<file path="config.mk">
export PLATFORM = sky130hd
export DESIGN_NAME = mem_responder
export DESIGN_NICKNAME = d
export VERILOG_FILES = /design/src/rtl/kappa3_pkg.sv /design/src/rtl/mem_responder_load_align.sv /design/src/rtl/mem_responder.sv
export SDC_FILE = /design/constraint.sdc
export NUM_CORES = 1
export LEC_CHECK = 0
export BUFFER_PORTS_ARGS = -buffer_cell sky130_fd_sc_hd__buf_2
export CAP_MARGIN = 30
export CELL_PAD_IN_SITES_DETAIL_PLACEMENT = 0
export CELL_PAD_IN_SITES_GLOBAL_PLACEMENT = 1
export CORE_MARGIN = 8
export CORE_UTILIZATION = 40
export CTS_CLUSTER_DIAMETER = 50
export CTS_CLUSTER_SIZE = 25
export DETAILED_ROUTE_END_ITERATION = 10
export PLACE_DENSITY_LB_ADDON = 0.1
export SYNTH_ARGS = -nofsm -noshare
export SYNTH_HDL_FRONTEND = slang
export SYNTH_HIERARCHICAL = 1
export SYNTH_SLANG_ARGS = --single-unit
</file>
<file path="constraint.sdc">
create_clock -name clock -period 4.8 [get_ports clock]
set_input_delay 0.96 -clock clock [delete_from_list [all_inputs] [get_ports clock]]
set_output_delay 0.96 -clock clock [all_outputs]
set_load 0.01 [all_outputs]
</file>
<file path="src/rtl/kappa3_pkg.sv">
// Shared types and funct3 constants for the kappa3 memory responder.
// Used by mem_responder and load_align.
package kappa3_pkg;

  typedef enum logic [1:0] {
    ST_IDLE   = 2'd0,
    ST_ACCESS = 2'd1,
    ST_RESP   = 2'd2
  } state_e;

  localparam logic [2:0] F3_LB  = 3'b000;
  localparam logic [2:0] F3_LH  = 3'b001;
  localparam logic [2:0] F3_LW  = 3'b010;
  localparam logic [2:0] F3_LBU = 3'b100;
  localparam logic [2:0] F3_LHU = 3'b101;
  localparam logic [2:0] F3_SB  = 3'b000;
  localparam logic [2:0] F3_SH  = 3'b001;
  localparam logic [2:0] F3_SW  = 3'b010;

  function automatic logic [31:0] store_lanes(
    input logic [2:0]  f3,
    input logic [31:0] wd
  );
    case (f3)
      F3_SB:   return {4{wd[7:0]}};
      F3_SH:   return {2{wd[15:0]}};
      default: return wd;
    endcase
  endfunction

  function automatic logic misaligned(
    input logic [2:0] f3,
    input logic [1:0] lo
  );
    case (f3)
      F3_LH, F3_LHU: return lo[0];
      F3_LW:         return lo != 2'b00;
      default:       return 1'b0;
    endcase
  endfunction

endpackage

</file>
<file path="src/rtl/mem_responder_load_align.sv">
// load_align: picks the addressed byte/half out of a memory
// word and sign- or zero-extends it according to funct3.
module load_align
  import kappa3_pkg::*;
(
  input  logic [31:0] word,
  input  logic [1:0]  addr_lo,
  input  logic [2:0]  funct3,
  output logic [31:0] data
);

  logic [7:0]  b;
  logic [15:0] h;

  always_comb begin
    b = word[{addr_lo, 3'b000} +: 8];
    h = addr_lo[1] ? word[31:16] : word[15:0];
    case (funct3)
      F3_LB:   data = {{24{b[7]}}, b};
      F3_LBU:  data = {24'b0, b};
      F3_LH:   data = {{16{h[15]}}, h};
      F3_LHU:  data = {16'b0, h};
      default: data = word;
    endcase
  end

endmodule

</file>
<file path="src/rtl/mem_responder.sv">
// mem_responder: single-outstanding load/store front end to a waited SRAM.
// Optional MEMRESP_ALIGN_CHK_EN rejects misaligned accesses with err.
module mem_responder
  import kappa3_pkg::*;
#(
  parameter int WAIT_CYCLES = 1
) (
  input  logic        clock,
  input  logic        reset,
  input  logic        req_read,
  input  logic        req_write,
  input  logic [31:0] req_addr,
  input  logic [3:0]  req_wrbits,
  input  logic [2:0]  req_funct3,
  input  logic [31:0] req_wdata,
  output logic        busy,
  output logic        done,
  output logic [31:0] rdata,
  output logic        sram_cs,
  output logic        sram_we,
  output logic [3:0]  sram_be,
  output logic [29:0] sram_addr,
  output logic [31:0] sram_wdata,
  input  logic [31:0] sram_rdata,
  output logic        err
);

  localparam logic [3:0] WAIT4 = 4'(WAIT_CYCLES);

  state_e      state;
  logic [3:0]  cnt;
  logic [2:0]  funct3_q;
  logic [1:0]  addr_lo_q;
  logic        write_q;
  logic [31:0] ld_data;

  load_align u_align (
    .word    (sram_rdata),
    .addr_lo (addr_lo_q),
    .funct3  (funct3_q),
    .data    (ld_data)
  );

`ifdef MEMRESP_ALIGN_CHK_EN
  logic err_q;
  assign err = err_q;
`else
  assign err = 1'b0;
`endif

  always_ff @(posedge clock or negedge reset) begin
    if (!reset) begin
      state      <= ST_IDLE;
      cnt        <= 4'd0;
      funct3_q   <= 3'd0;
      addr_lo_q  <= 2'd0;
      write_q    <= 1'b0;
      busy       <= 1'b0;
      done       <= 1'b0;
      rdata      <= 32'd0;
      sram_cs    <= 1'b0;
      sram_we    <= 1'b0;
      sram_be    <= 4'd0;
      sram_addr  <= 30'd0;
      sram_wdata <= 32'd0;
`ifdef MEMRESP_ALIGN_CHK_EN
      err_q      <= 1'b0;
`endif
    end else begin
      done <= 1'b0;
`ifdef MEMRESP_ALIGN_CHK_EN
      err_q <= 1'b0;
`endif
      unique case (state)
        ST_IDLE: begin
          if (req_read || req_write) begin
            funct3_q   <= req_funct3;
            addr_lo_q  <= req_addr[1:0];
            write_q    <= req_write;
            sram_addr  <= req_addr[31:2];
            sram_wdata <= store_lanes(req_funct3, req_wdata);
            busy       <= 1'b1;
`ifdef MEMRESP_ALIGN_CHK_EN
            if (misaligned(req_funct3, req_addr[1:0])) begin
              state <= ST_RESP;
              done  <= 1'b1;
              err_q <= 1'b1;
            end else
`endif
            begin
              state   <= ST_ACCESS;
              cnt     <= WAIT4;
              sram_cs <= 1'b1;
              sram_we <= req_write;
              sram_be <= req_write ? req_wrbits : 4'd0;
            end
          end
        end
        ST_ACCESS: begin
          if (cnt == 4'd0) begin
            state   <= ST_RESP;
            done    <= 1'b1;
            sram_cs <= 1'b0;
            sram_we <= 1'b0;
            sram_be <= 4'd0;
            if (!write_q) rdata <= ld_data;
          end else begin
            cnt <= cnt - 4'd1;
          end
        end
        ST_RESP: begin
          state <= ST_IDLE;
          busy  <= 1'b0;
        end
        default: state <= ST_IDLE;
      endcase
    end
  end

endmodule

</file>
======== After elaboration in Yosys (flattened, before gate mapping) ========
Index checks and enable logic that the tools add are counted.
storage, ports and cells
  output and inout bits ................... 103
  memories ................................ 0
  bits in read-only memories .............. 0
  bits in latches ......................... 0
  word-level logic and storage cells ...... 59
  bits in writable memories ............... 0
  register bits after elaboration ......... 114
cells by class
  $mul .................................... 0
  muxes and demuxes ....................... 21
  bitwise gates (word level) .............. 1
  div/mod/pow operators ................... 0
  $add $sub $neg .......................... 1
  magnitude comparators ................... 0
  reduce and logical (&&, ||, !) cells .... 13
  shift-type cells ........................ 1
  equal/unequal tests ..................... 9
operators with widths
  kind                   count
  $pmux W32 S4           1
  $pmux W32 S2           1
  $shiftx A32 B6 Y8      1
  $mux W4                5
  $mux W16               1
  $pmux W4 S2            2
  $reduce_and A3 Y1      3
  $eq A3 B1 Y1 const B   2
  $eq A3 B3 Y1 const B   2
  $logic_not A3 Y1       2
  $ne A2 B2 Y1 const B   3
  $pmux W1 S2            3
  $reduce_and A2 Y1      3
  $mux W1                5
  $logic_not A4 Y1       1
  $mux W2                2
  $pmux W2 S2            1
  $reduce_bool A2 Y1     2
  $sub A4 B1 Y4 const B  1
  $eq A2 B1 Y1 const B   1
  $eq A2 B2 Y1 const B   1
  $logic_not A2 Y1       1
  $logic_or A1 B1 Y1     1
  $not A1 Y1             1

======== Longest topological paths before layout ========
  depth in word-level cells ............... 3
  mapped depth ............................ 6
  gate-level depth less buffers ........... 5

======== Modules after synthesis ========
The synthesis kept the hierarchy.
by module, submodules not included
  module         area an instance (um^2)  cells each  instances  seq. area each (um^2)
  mem_responder  4718.3                   333         1          2852.7
  load_align     845.8                    96          1          0.0

======== Worst setup path after synthesis ========
No wires, ideal clock.
  path type ............................... input to register
  start ................................... input port req_funct3[2]
  end ..................................... register sram_wdata[15]
  cell stages on the path ................. 4
  required time ........................... 4.675 ns
  arrival time ............................ 2.159 ns
  path buffers ............................ 1
  setup slack ............................. 2.516 ns
  cells stage by stage .................... clkbuf_1 > nor3_4 > mux2_2 > mux2_2
on the way
  longest elaborated chain between the ends .. 2
ends and longest elaborated chain
  element                                                  line                 source
  start, declared                                          mem_responder.sv:14  input logic [2:0] req_funct3,
  $eq A3 B1 Y1 / $logic_not A3 Y1 (equally long branches)  kappa3_pkg.sv:24     case (f3)
  $pmux W32 S2 *                                           kappa3_pkg.sv:24
  end signal, assigned                                     mem_responder.sv:81  sram_wdata <= store_lanes(req_funct3, req_wdata);
  end, declared                                            mem_responder.sv:23  output logic [31:0] sram_wdata,
Every way passes the cells marked *; elsewhere a longest branch is shown, timed or not.
A chain may end at the register's enable or synchronous reset.

======== Worst setup path after layout ========
  start ................................... register addr_lo_q[1]
  end ..................................... register rdata[11]
on the way
  longest elaborated chain between the ends .. 2
ends and longest elaborated chain
  element                                               line                                                            source
  start, declared                                       mem_responder.sv:33                                             logic [1:0] addr_lo_q;
  start signal, assigned                                mem_responder.sv:78                                             addr_lo_q <= req_addr[1:0];
  $shiftx A32 B6 Y8 / $mux W16 (equally long branches)  mem_responder_load_align.sv:16, mem_responder_load_align.sv:17
  $pmux W32 S4 *                                        mem_responder_load_align.sv:18                                  case (funct3)
  net ld_data[11]                                       mem_responder.sv:35                                             logic [31:0] ld_data;
  end signal, assigned                                  mem_responder.sv:106                                            if (!write_q) rdata <= ld_data;
  end, declared                                         mem_responder.sv:18                                             output logic [31:0] rdata,
The timed path passes the listed nets; every way through them passes the cells marked *.

==> metrics.sh <==
TIMING.FINAL.CRIT_SHARE_PCT=51.5
POST_SYNTH_MUX_AREA_SHARE_PCT=23.9
CTSRESIZECOUNT=0
NETLIST-CELL-TYPE-COUNT=51
FMAX_GHz=0.405
PRECTSSETUPSLACK_NS=2.03
IR_DROP_mV=0.383
FINAL.SETUP.WORST_SLACK_NS=2.33
CRITICAL_PATH.N_BUFFERS_INVERTERS=0
LAYOUT_CELLS_SIZED_ABOVE_1_PCT=55.6
FINALSETUPVIOLCOUNT=0
MIN_PATH_TYPE='in -> async'
PLACE.DETAILED.INSTANCES=794
PWR_DENSITY_CELL_mW_PER_MM2=728
START_UTIL_PCT=40.6
TRITONCTS_NUM_SINKS=114
FINALHOLDVIOLCOUNT=0
FINALMAXSLEWVIOLATIONS=0
CP-END-KIND='flop'
TIGHTEST_SLEW_NS=0.904
CELLLEAKAGEPOWER_nW=3.49
FINAL_PERIOD_MINUS_WORST_SETUP_SLACK_NS=2.47
INITIALDRTVIOLATIONCOUNT=142
POST_DP_CELL_AREA_SQ_MM=0.00672
PIN_COUNT=210
GRT_USE_TOTAL_PCT=18.3
AVGROUTEDWIREPERCELL_UM=19.4
DETAIL-ROUTE-ANTENNA-NETS=0
SYNTH_XOR_XNOR_AREA_SHARE_PCT=0
FINALSETUPTNS_NS=0
AREA_FRACTION_IN_COMPOUND_GATES_AFTER_SYNTHESIS_PCT=14.9
CTS_BUFFERS=17
POST-ROUTE-UTIL_PCT=53.4
GRT_USE_MET2_PCT=30.4
FINALINSTANCEAREA_SQ_MM=0.00732
CTS.HOLD.BUFFERS_ADDED=0
FIN_WORST_SKEW_NS=0.00794
CP_TOP_FAMILY='compound AO/OA/AOI/OAI gates'
PATH_CLASS='reg -> reg'
PLACE_CONGESTION=0.812
DIEAREA_SQ_MM=0.0179
SYNTH-SEQ-AREA-SHARE_PCT=51.3
CHAIN_OF_CELLS_FORMING_THE_CRITICAL_PATH='nor3_1, a22oi_4, o221ai_1, mux2_2'
YOSYS_WARNINGS=6
PEAK_USAGE_LAYER_IN_THE_GLOBAL_ROUTING_REPORT='met2'
FILLER_CELL_COUNT=1250
LAYOUT_COMMONEST_CELL='sky130_fd_sc_hd__buf_2'
SYNTHESIS.NETS=538
LAYOUT.CELLS.MOST_COMMON_LIST='sky130_fd_sc_hd__buf_2 (207), sky130_fd_sc_hd__dfrtp_1 (114), sky130_fd_sc_hd__mux2_2 (88)'
CTS.ROOT.BUFFER_CELL='sky130_fd_sc_hd__clkbuf_16'
GRT_SETUP_UNREPAIRED='no'
GRT_PASS1_WL_UM=25800
DIE_X_UM=134
TOTALWIRELENGTH_UM=16000
AREA.GROWTH.SYNTH_TO_FINAL_PCT=31.5
POST-CTS-SETUP-BUFFERS=0
CP.ARRIVAL_NS=2.75
VIA_PER_INST=5.15
DRTPASS1ITERATIONS=4
DRC_VIOLATION_COUNT_AFTER_ROUTING=0
VIAS=4246
ROWS=43
FINAL_CELL_COUNT_NO_FILL=825
FINISH.NET_COUNT=742
DPL.HPWL_UM=12100
SYNTHESIS.AREA_PER_INSTANCE_SQ_UM=13.0
POST-LAYOUT-TOTAL-POWER_mW=5.33
CTS_TREE='built'
POST_SYNTH_FA_HA_MAJ_AREA_FRACTION_PCT=0.450
CRIT_REQUIRED_NS=5.08
CLK_PIN_SLEW_NS=0.06
CTS.PATH.MAX_BUFFERS=2
FLOORPLAN_DIE_HEIGHT_UM=134
YOSYS.AREA_SHARE.SIMPLE_PCT=5.44
STATUS='finished clean'
DRV_CAP=0
VIA_COUNT_OF_THE_FIRST_GLOBAL_ROUTING_PASS=4770
CRITICAL-PATH-SLOWEST-CELL='sky130_fd_sc_hd__dfrtp_1'
CORE_AREA_SQ_MM=0.0137
DOMINANT_COMBINATIONAL_CELL_FAMILY_BY_AREA_AFTER_SYNTHESIS='multiplexers'
TIMING.CRITICAL_PATH.FROM_TYPE='flop'
SYNTHCELLS=429
SYNTHESIS.AREA_SQ_MM=0.00556
MET1_USAGE_PCT=20.7
GRT_USE_MET3_PCT=7.89
TIMING.CRITICAL_PATH.FANOUT_MAX=24
SLEW-LIMIT-HEADROOM_PCT=39.8
CLK_LATENCY_NS=0.40
CTS.HTREE.LEVELS=4
CRIT_PATH_MAX_INCR_DELAY_NS=0.90
SYNTH.FF_LATCH_COUNT=114
NUMPORTBUFFERS=208
GLOBAL_ROUTE.OVERFLOW_TOTAL=0
WORST_HOLD_SLACK_NS=0.407
ANTENNA_FOUND_INITIAL=1
MAXIMUM_NUMBER_OF_PINS_ON_ONE_NET_BEFORE_GLOBAL_ROUTE_REPAIR=52
## path summary, 6_finish.rpt
path	start	endpoint	slack (ns)	cells past startpoint
setup / recovery	addr_lo_q[1]	rdata[11]	2.33	4
setup reg to reg	addr_lo_q[1]	rdata[11]	2.33	4
max in group asynchronous	reset	sram_addr[14]	3.48	2
hold reg to reg	rdata[31]	rdata[31]	0.48	1
min in group clock	rdata[31]	rdata[31]	0.48	1
hold / removal	reset	sram_be[3]	0.41	1
## cell families after synthesis
logic type                 after synthesis
muxes                                  121
DFF                                    114
AOI/OAI and AO/OA                      105
and+or+nand+nor                         48
buffers and inverters                   38
adders and majority gates                2
other                                    1
## registers in the layout, summed over array words and instances (netlist names)
register,cells
state,2
cnt,4
sram_cs,1
sram_wdata,32
write_q,1
addr_lo_q,2
done,1
funct3_q,3
rdata,32
busy,1
sram_be,4
sram_addr,30
sram_we,1
## layer usage
layer,wire [um],vias up
li1,-,1993
met1,6540,2106
met2,7990,130
met3,1280,17
met4,227,0
met5,0,-
## layout make-up
class                   count  area (sq um)  area share (%)
multi-input cells         277          2490            34.1
flip-flops and latches    114          2850            39.0
well taps                 180           225            3.08
clock buffers              26           529            7.23
diodes                      1          2.50          0.0342
clock inverters             4          70.1           0.957
repair buffers            215          1120            15.2
inverters                   8          30.0           0.410
## power by group
part	leakage [nW]	switching, mW	internal (mW)
combinational	1.83	1.15	1.14
clock	0.298	0.409	0.853
sequential	1.36	0.329	1.45
## synthesized netlist by cell type, drive strengths merged
master / count / area share, %
a211oi: 1 / 0.13
a21o: 2 / 0.27
a21oi: 7 / 0.63
a221o: 6 / 1.1
a22o: 2 / 0.31
a22oi: 1 / 0.38
a2bb2oi: 20 / 4.7
a311o: 1 / 0.18
a31o: 1 / 0.16
a32o: 4 / 0.72
and2: 1 / 0.11
and3: 3 / 0.34
buf: 17 / 2.6
clkbuf: 13 / 0.88
clkinv: 1 / 0.067
conb: 1 / 0.067
dfrtp: 114 / 51
ha: 2 / 0.45
inv: 7 / 0.47
mux2: 93 / 19
mux2i: 28 / 5.0
nand2: 8 / 0.54
nand2b: 2 / 0.22
nand3: 1 / 0.090
nor2: 8 / 0.67
nor2b: 13 / 1.5
nor3: 3 / 0.67
nor3b: 2 / 0.36
nor4: 1 / 0.11
nor4b: 1 / 0.16
o211ai: 1 / 0.13
o21a: 4 / 0.54
o21ai: 48 / 4.4
o221ai: 5 / 0.79
o22ai: 1 / 0.11
o31a: 1 / 0.31
or2: 2 / 0.23
or3: 1 / 0.11
or3b: 2 / 0.36
No activity file was read; power rests on OpenSTA's default activity.
